File: src/rtl/fp32_pkg.sv
// Shared FP32 constants, state encoding and small helpers used by the
// adder align/normalize stages and by the FP32-to-integer unpacker.
package fp32_pkg;

  localparam int          FP32_BIAS   = 127;
  localparam int          EXP_W       = 8;
  localparam int          FRAC_W      = 23;
  localparam logic [7:0]  EXP_MAX     = 8'hFF;
  localparam logic [31:0] INT32_MIN   = 32'h8000_0000;
  localparam logic [31:0] INT32_MAX   = 32'h7FFF_FFFF;
  localparam logic [31:0] FP32_NEG_2P31 = 32'hCF00_0000;

  typedef enum logic [1:0] {
    IDLE  = 2'd0,
    SHIFT = 2'd1,
    DONE  = 2'd2
  } state_e;

  // Mask covering the k low bits that a right shift by k discards.
  function automatic logic [31:0] low_mask(input logic [4:0] k);
    return (32'd1 << k) - 32'd1;
  endfunction

endpackage

File: src/rtl/fp32_classify.sv
// Combinational FP32 field decoder: special-value flags, unbiased exponent
// and the 24-bit significand with the hidden one restored.
module fp32_classify
  import fp32_pkg::*;
(
  input  logic [31:0]       fp_i,
  output logic              is_nan_o,
  output logic              is_inf_o,
  output logic              is_zero_or_denorm_o,
  output logic signed [8:0] exp_unb_o,
  output logic [23:0]       sig_o
);

  logic [EXP_W-1:0]  exp_f;
  logic [FRAC_W-1:0] frac_f;

  assign exp_f  = fp_i[30:23];
  assign frac_f = fp_i[22:0];

  assign is_nan_o            = (exp_f == EXP_MAX) && (frac_f != 23'd0);
  assign is_inf_o            = (exp_f == EXP_MAX) && (frac_f == 23'd0);
  assign is_zero_or_denorm_o = (exp_f == 8'd0);
  // Modulo-512 subtraction reinterpreted as signed gives -127..128.
  assign exp_unb_o           = $signed({1'b0, exp_f} - 9'(FP32_BIAS));
  assign sig_o               = {(exp_f != 8'd0), frac_f};

endmodule

File: src/rtl/fp32_to_int32.sv
// FP32 to signed int32 conversion (round toward zero) using an iterative
// right shifter with valid/ready handshakes on input and output.
module fp32_to_int32
  import fp32_pkg::*;
#(
  parameter int unsigned SHIFT_STEP = 4,
  parameter logic [31:0] NAN_VALUE  = 32'h8000_0000
) (
  input  logic        clk,
  input  logic        rst_n,
  input  logic        in_valid,
  output logic        in_ready,
  input  logic [31:0] in_fp,
  output logic        out_valid,
  input  logic        out_ready,
  output logic [31:0] out_int,
  output logic        out_invalid,
  output logic        out_inexact
);

  localparam logic [4:0] STEP_W = 5'(SHIFT_STEP);

  state_e      state_q;
  logic [31:0] acc_q;
  logic [4:0]  rem_q;
  logic        sticky_q;
  logic        sign_q;
  logic [31:0] out_int_q;
  logic        out_valid_q;
  logic        in_ready_q;
  logic        out_invalid_q;
  logic        out_inexact_q;

  logic              is_nan_s;
  logic              is_inf_s;
  logic              is_zod_s;
  logic signed [8:0] exp_unb_s;
  logic [23:0]       sig_s;

  logic        is_special_s;
  logic [31:0] spec_int_s;
  logic        spec_inv_s;
  logic        spec_inx_s;

  logic [31:0] src_acc_s;
  logic [4:0]  src_rem_s;
  logic        src_sticky_s;
  logic        src_sign_s;
  logic [4:0]  k_s;
  logic [31:0] acc_d;
  logic [4:0]  rem_d;
  logic        sticky_d;
  logic [31:0] res_d;

  fp32_classify u_classify (
    .fp_i                (in_fp),
    .is_nan_o            (is_nan_s),
    .is_inf_o            (is_inf_s),
    .is_zero_or_denorm_o (is_zod_s),
    .exp_unb_o           (exp_unb_s),
    .sig_o               (sig_s)
  );

  // Special-case result for operands that bypass the shifter.
  always_comb begin
    is_special_s = 1'b1;
    spec_int_s   = 32'd0;
    spec_inv_s   = 1'b0;
    spec_inx_s   = 1'b0;
    if (is_nan_s) begin
      spec_int_s = NAN_VALUE;
      spec_inv_s = 1'b1;
    end else if (is_inf_s || (exp_unb_s >= 9'sd31)) begin
      if (in_fp == FP32_NEG_2P31) begin
        spec_int_s = INT32_MIN;
      end else begin
        spec_int_s = in_fp[31] ? INT32_MIN : INT32_MAX;
        spec_inv_s = 1'b1;
      end
    end else if (is_zod_s || exp_unb_s[8]) begin
      spec_inx_s = (in_fp[30:0] != 31'd0);
    end else begin
      is_special_s = 1'b0;
    end
  end

  // One shifter step; in IDLE it operates on the freshly unpacked operand so
  // the accept edge already performs the first shift.
  always_comb begin
    if (state_q == IDLE) begin
      src_acc_s    = {sig_s, 8'd0};
      src_rem_s    = 5'd31 - exp_unb_s[4:0];
      src_sticky_s = 1'b0;
      src_sign_s   = in_fp[31];
    end else begin
      src_acc_s    = acc_q;
      src_rem_s    = rem_q;
      src_sticky_s = sticky_q;
      src_sign_s   = sign_q;
    end
    k_s      = (src_rem_s > STEP_W) ? STEP_W : src_rem_s;
    acc_d    = src_acc_s >> k_s;
    sticky_d = src_sticky_s | (|(src_acc_s & low_mask(k_s)));
    rem_d    = src_rem_s - k_s;
    res_d    = src_sign_s ? (32'd0 - acc_d) : acc_d;
  end

  // Control FSM, shift registers and registered outputs.
  always_ff @(posedge clk or negedge rst_n) begin
    if (!rst_n) begin
      state_q       <= IDLE;
      acc_q         <= 32'd0;
      rem_q         <= 5'd0;
      sticky_q      <= 1'b0;
      sign_q        <= 1'b0;
      out_int_q     <= 32'd0;
      out_valid_q   <= 1'b0;
      in_ready_q    <= 1'b1;
      out_invalid_q <= 1'b0;
      out_inexact_q <= 1'b0;
    end else begin
      case (state_q)
        IDLE: begin
          if (in_valid) begin
            in_ready_q <= 1'b0;
            sign_q     <= in_fp[31];
            if (is_special_s) begin
              state_q       <= DONE;
              out_valid_q   <= 1'b1;
              out_int_q     <= spec_int_s;
              out_invalid_q <= spec_inv_s;
              out_inexact_q <= spec_inx_s;
            end else if (rem_d == 5'd0) begin
              state_q       <= DONE;
              out_valid_q   <= 1'b1;
              out_int_q     <= res_d;
              out_invalid_q <= 1'b0;
              out_inexact_q <= sticky_d;
            end else begin
              state_q  <= SHIFT;
              acc_q    <= acc_d;
              rem_q    <= rem_d;
              sticky_q <= sticky_d;
            end
          end
        end
        SHIFT: begin
          acc_q    <= acc_d;
          rem_q    <= rem_d;
          sticky_q <= sticky_d;
          if (rem_d == 5'd0) begin
            state_q       <= DONE;
            out_valid_q   <= 1'b1;
            out_int_q     <= res_d;
            out_invalid_q <= 1'b0;
            out_inexact_q <= sticky_d;
          end
        end
        DONE: begin
          if (out_ready) begin
            state_q     <= IDLE;
            out_valid_q <= 1'b0;
            in_ready_q  <= 1'b1;
          end
        end
        default: begin
          state_q     <= IDLE;
          out_valid_q <= 1'b0;
          in_ready_q  <= 1'b1;
        end
      endcase
    end
  end

  assign in_ready    = in_ready_q;
  assign out_valid   = out_valid_q;
  assign out_int     = out_int_q;
  assign out_invalid = out_invalid_q;
  assign out_inexact = out_inexact_q;

endmodule
File: config.mk
export PLATFORM = sky130hd
export DESIGN_NAME = fp32_to_int32
export DESIGN_NICKNAME = d
export VERILOG_FILES = /design/src/rtl/fp32_pkg.sv /design/src/rtl/fp32_classify.sv /design/src/rtl/fp32_to_int32.sv
export SDC_FILE = /design/constraint.sdc
export NUM_CORES = 1
export LEC_CHECK = 0
export CORE_MARGIN = 3
export CORE_UTILIZATION = 47
export DETAILED_ROUTE_END_ITERATION = 12
export PLACE_DENSITY = 0.72
export SETUP_SLACK_MARGIN = 0.5
export SKIP_CTS_REPAIR_TIMING = 1
export SLEW_MARGIN = 10
export SYNTH_ARGS = -nofsm -noshare
export SYNTH_HDL_FRONTEND = slang
export SYNTH_SLANG_ARGS = --single-unit
File: constraint.sdc
create_clock -name clk -period 4.32 [get_ports clk]
set_input_delay 0.648 -clock clk [delete_from_list [all_inputs] [get_ports clk]]
set_output_delay 0.648 -clock clk [all_outputs]
set_load 0.005 [all_outputs]
==> out/results.txt <==
Critical Path Start Type = primary input
WS Path Type = primary input to flop
hold crit path type = primary input to asynchronous set/reset pin
initial drt markers = 502
Syn. warnings = 0
Sw Pwr = 3.255 mW
Root Driver = clkbuf_16
Filler cells = 1172
# DRC = 0
register area share after synthesis = 31.34%
largest net degree at the start of global routing = 78
unrepaired setup endpoints after global routing = yes
grt ovf = 0
count of pins over their slew limit = 0
clock-pin slew on the worst setup and hold paths = 0.06 ns
commonest non-fill, non-tap cell in the layout = nand2_1
Detailed Route WL = 20330 um
Final min period = 3.759 ns
logic gate share of total power = 69.8%
CTS buffer count = 9
multi-input logic area = 0.004031 mm2
final clock skew = 0.004762 ns
Async SR Flop Fraction = 100.0%
CTS tree = built
DRT Pass-1 Iters = 5
most frequent cells in the layout = nand2_1, dfrtp_1, o21ai_0
DP Cell Count = 981
final core occ = 61.19%
Final GP Congestion = 0.9568
vias in the first global route = 6198
clk sink count = 77
Global Route Usage Sum = 28.09%
FF/Latch Area = 0.001929 mm2
hold slack = 0.4555 ns
status = finished clean
P&R area growth vs syn = 26.54%
I/O pins = 72
Rows = 41
Worst-Margin Slew = 1.013 ns
Tcrit/Tclk final = 87.01%
# nets final = 864
worst reg2reg path startpoint = state_q[1]$_DFFE_PN0P_
maximum resistive drop on vdd = 0.0003201 V
die height = 120.4 um
max_cap viols = 0
Avg Inst Size Synth = 8.497 um2
worst skew pair latency = 0.35 ns
Starting Density = 48.36%
CP Capture Type = flop
initial antenna violation count = 0
post-synth cell types = 82
Post-DRT Antenna Nets = 0
# diodes = 0
Post-Syn Area = 0.006152 mm2
Switching Fraction = 48.51%
Fmax = 266.1 MHz
WL per Instance = 20.37 um
H-tree depth = 3
required time of the critical path = 4.55 ns
Sequential Power Share = 19.7%
Post-synth EDFFs = 0
endpoints failing setup = 0
Final Hold Vio Count = 0
full die area = 0.01450 mm2
Syn Nets = 766
Detailed Place HPWL = 14930 um
first-pass GRT wire length = 32470 um
cell-internal power = 3.454 mW
Vias/cell = 6.230
maximum fanout along the worst path = 6
CTS Buffer Depth = 2
flops & latches, synth = 77
Non-Filler Instances = 998
layout cells sized above 1 = 19.01%
CP Launch Point = in_fp[26]
Clk pwr share = 10.5%
vias = 6218
Slew Limit Headroom = 32.49%
port bufs = 71
Power Density = 861.8 mW/mm2
Leak Pwr = 3.300 nW
core box area = 0.01272 mm2
Die W = 120.4 um
Gate Count Post-Synth = 724
crit path DAT = 3.99 ns
Post-synth top flop = dfrtp_1
[metal layers]
metal	global-route usage [%]	share of wire, %	routed length (um)
met2	46.32	48	9751
met1	37.10	42	8501
met3	4.163	6.3	1285
met4	11.40	3.9	790
met5	0	0	0
[per-stage QoR]
step	cell area (um2)	setup TNS [ns]	total power, mW	worst slack (ns)
5_1_grt	7785	0	7.169	0.4386
3_5_place_dp	7463	-2.583	5.873	-0.1571
3_3_place_gp	7463	0	5.806	0.02193
4_1_cts	7729	0	6.597	0.1663
6_report	7785	0	6.709	0.5613
2_1_floorplan	6292	0	4.227	0.5261
[synthesized netlist by cell type, types with 4 or more instances]
master,n,area [um2]
nor4_1,8,50.05
nand4_1,6,37.54
a21boi_0,5,37.54
nor2b_1,4,25.02
a211o_1,4,35.03
and4_1,5,43.79
a211oi_1,10,75.07
and3_1,7,43.79
buf_4,4,30.03
nor3b_1,5,37.54
xnor2_1,20,175.2
ha_1,6,75.07
nand2_1,78,292.8
buf_1,4,15.01
nor2_1,49,183.9
and2_1,8,50.05
xor2_1,14,122.6
nand3_1,20,100.1
mux2_1,4,45.04
o21ai_0,73,365.4
dfrtp_1,76,1902
a31oi_1,17,106.4
or3_1,4,25.02
a22o_1,9,78.83
o21ai_1,9,45.04
mux2_2,26,292.8
o211ai_1,5,37.54
a21oi_1,47,235.2
mux2i_1,43,430.4
nor3_1,16,80.08
buf_2,11,55.05
buf_6,5,56.30
clkbuf_1,30,112.6
inv_1,15,56.30
[worst paths after layout]
kind,endpoint,slack [ns],cells after the start
max,out_int[28]$_DFFE_PN0P_,0.56,15
min,rem_q[3]$_DFFE_PN0P_,0.46,1
max reg2reg,out_int[20]$_DFFE_PN0P_,0.66,10
min reg2reg,acc_q[12]$_DFFE_PN0P_,0.48,2
max in group asynchronous,state_q[1]$_DFFE_PN0P_,3.14,1
min in group clk,acc_q[12]$_DFFE_PN0P_,0.48,2
[logic make-up after synthesis]
family | count (synthesis) | synth area share [%]
buf+inv | 69 | 5.288
mux | 76 | 13.59
flops | 77 | 31.34
fa+ha+maj | 6 | 1.220
xor+xnor | 34 | 4.840
simple gates | 227 | 18.39
compound gates | 234 | 25.28
other cells | 1 | 0.06095
[registers in the layout, indices dropped and copies added (netlist names)]
register,count
acc_q,32
in_ready,1
out_inexact,1
out_int,32
out_invalid,1
out_valid,1
rem_q,5
sign_q,1
state_q,2
sticky_q,1
[area by class of cell]
type / instances / area share (%)
clock buffer: 9 / 2.893
clock inverter: 6 / 0.5143
inverter: 15 / 0.7232
multi-input combinational: 579 / 51.78
sequential: 77 / 24.78
tap: 172 / 2.764
timing repair buffer: 140 / 16.54
[worst max-delay path: stages]
cell and delay [ns]:
clkdlybuf4s50_1 0.53, nand3_4 0.10, xnor2_2 0.18, a31oi_2 0.29, nand2_1 0.10, ha_2 0.20, a211oi_2 0.25, o221a_1 0.25
o32a_1 0.18, nand2_2 0.09, or4_4 0.50, nor3_4 0.30, nand4_1 0.14, mux2i_1 0.17, nor2_1 0.08
[power by group through the flow]
| stage | Combinational, mW | Clock (mW) | Sequential, mW |
|---|---|---|---|
| detailed placement | 4.56 | 0 | 1.32 |
| global placement | 4.50 | 0 | 1.30 |
| global route | 5.07 | 0.748 | 1.35 |
| floorplan | 3.03 | 0 | 1.20 |
| finish | 4.68 | 0.705 | 1.32 |
| CTS | 4.58 | 0.710 | 1.31 |
Power figures use the tool's default switching activity.
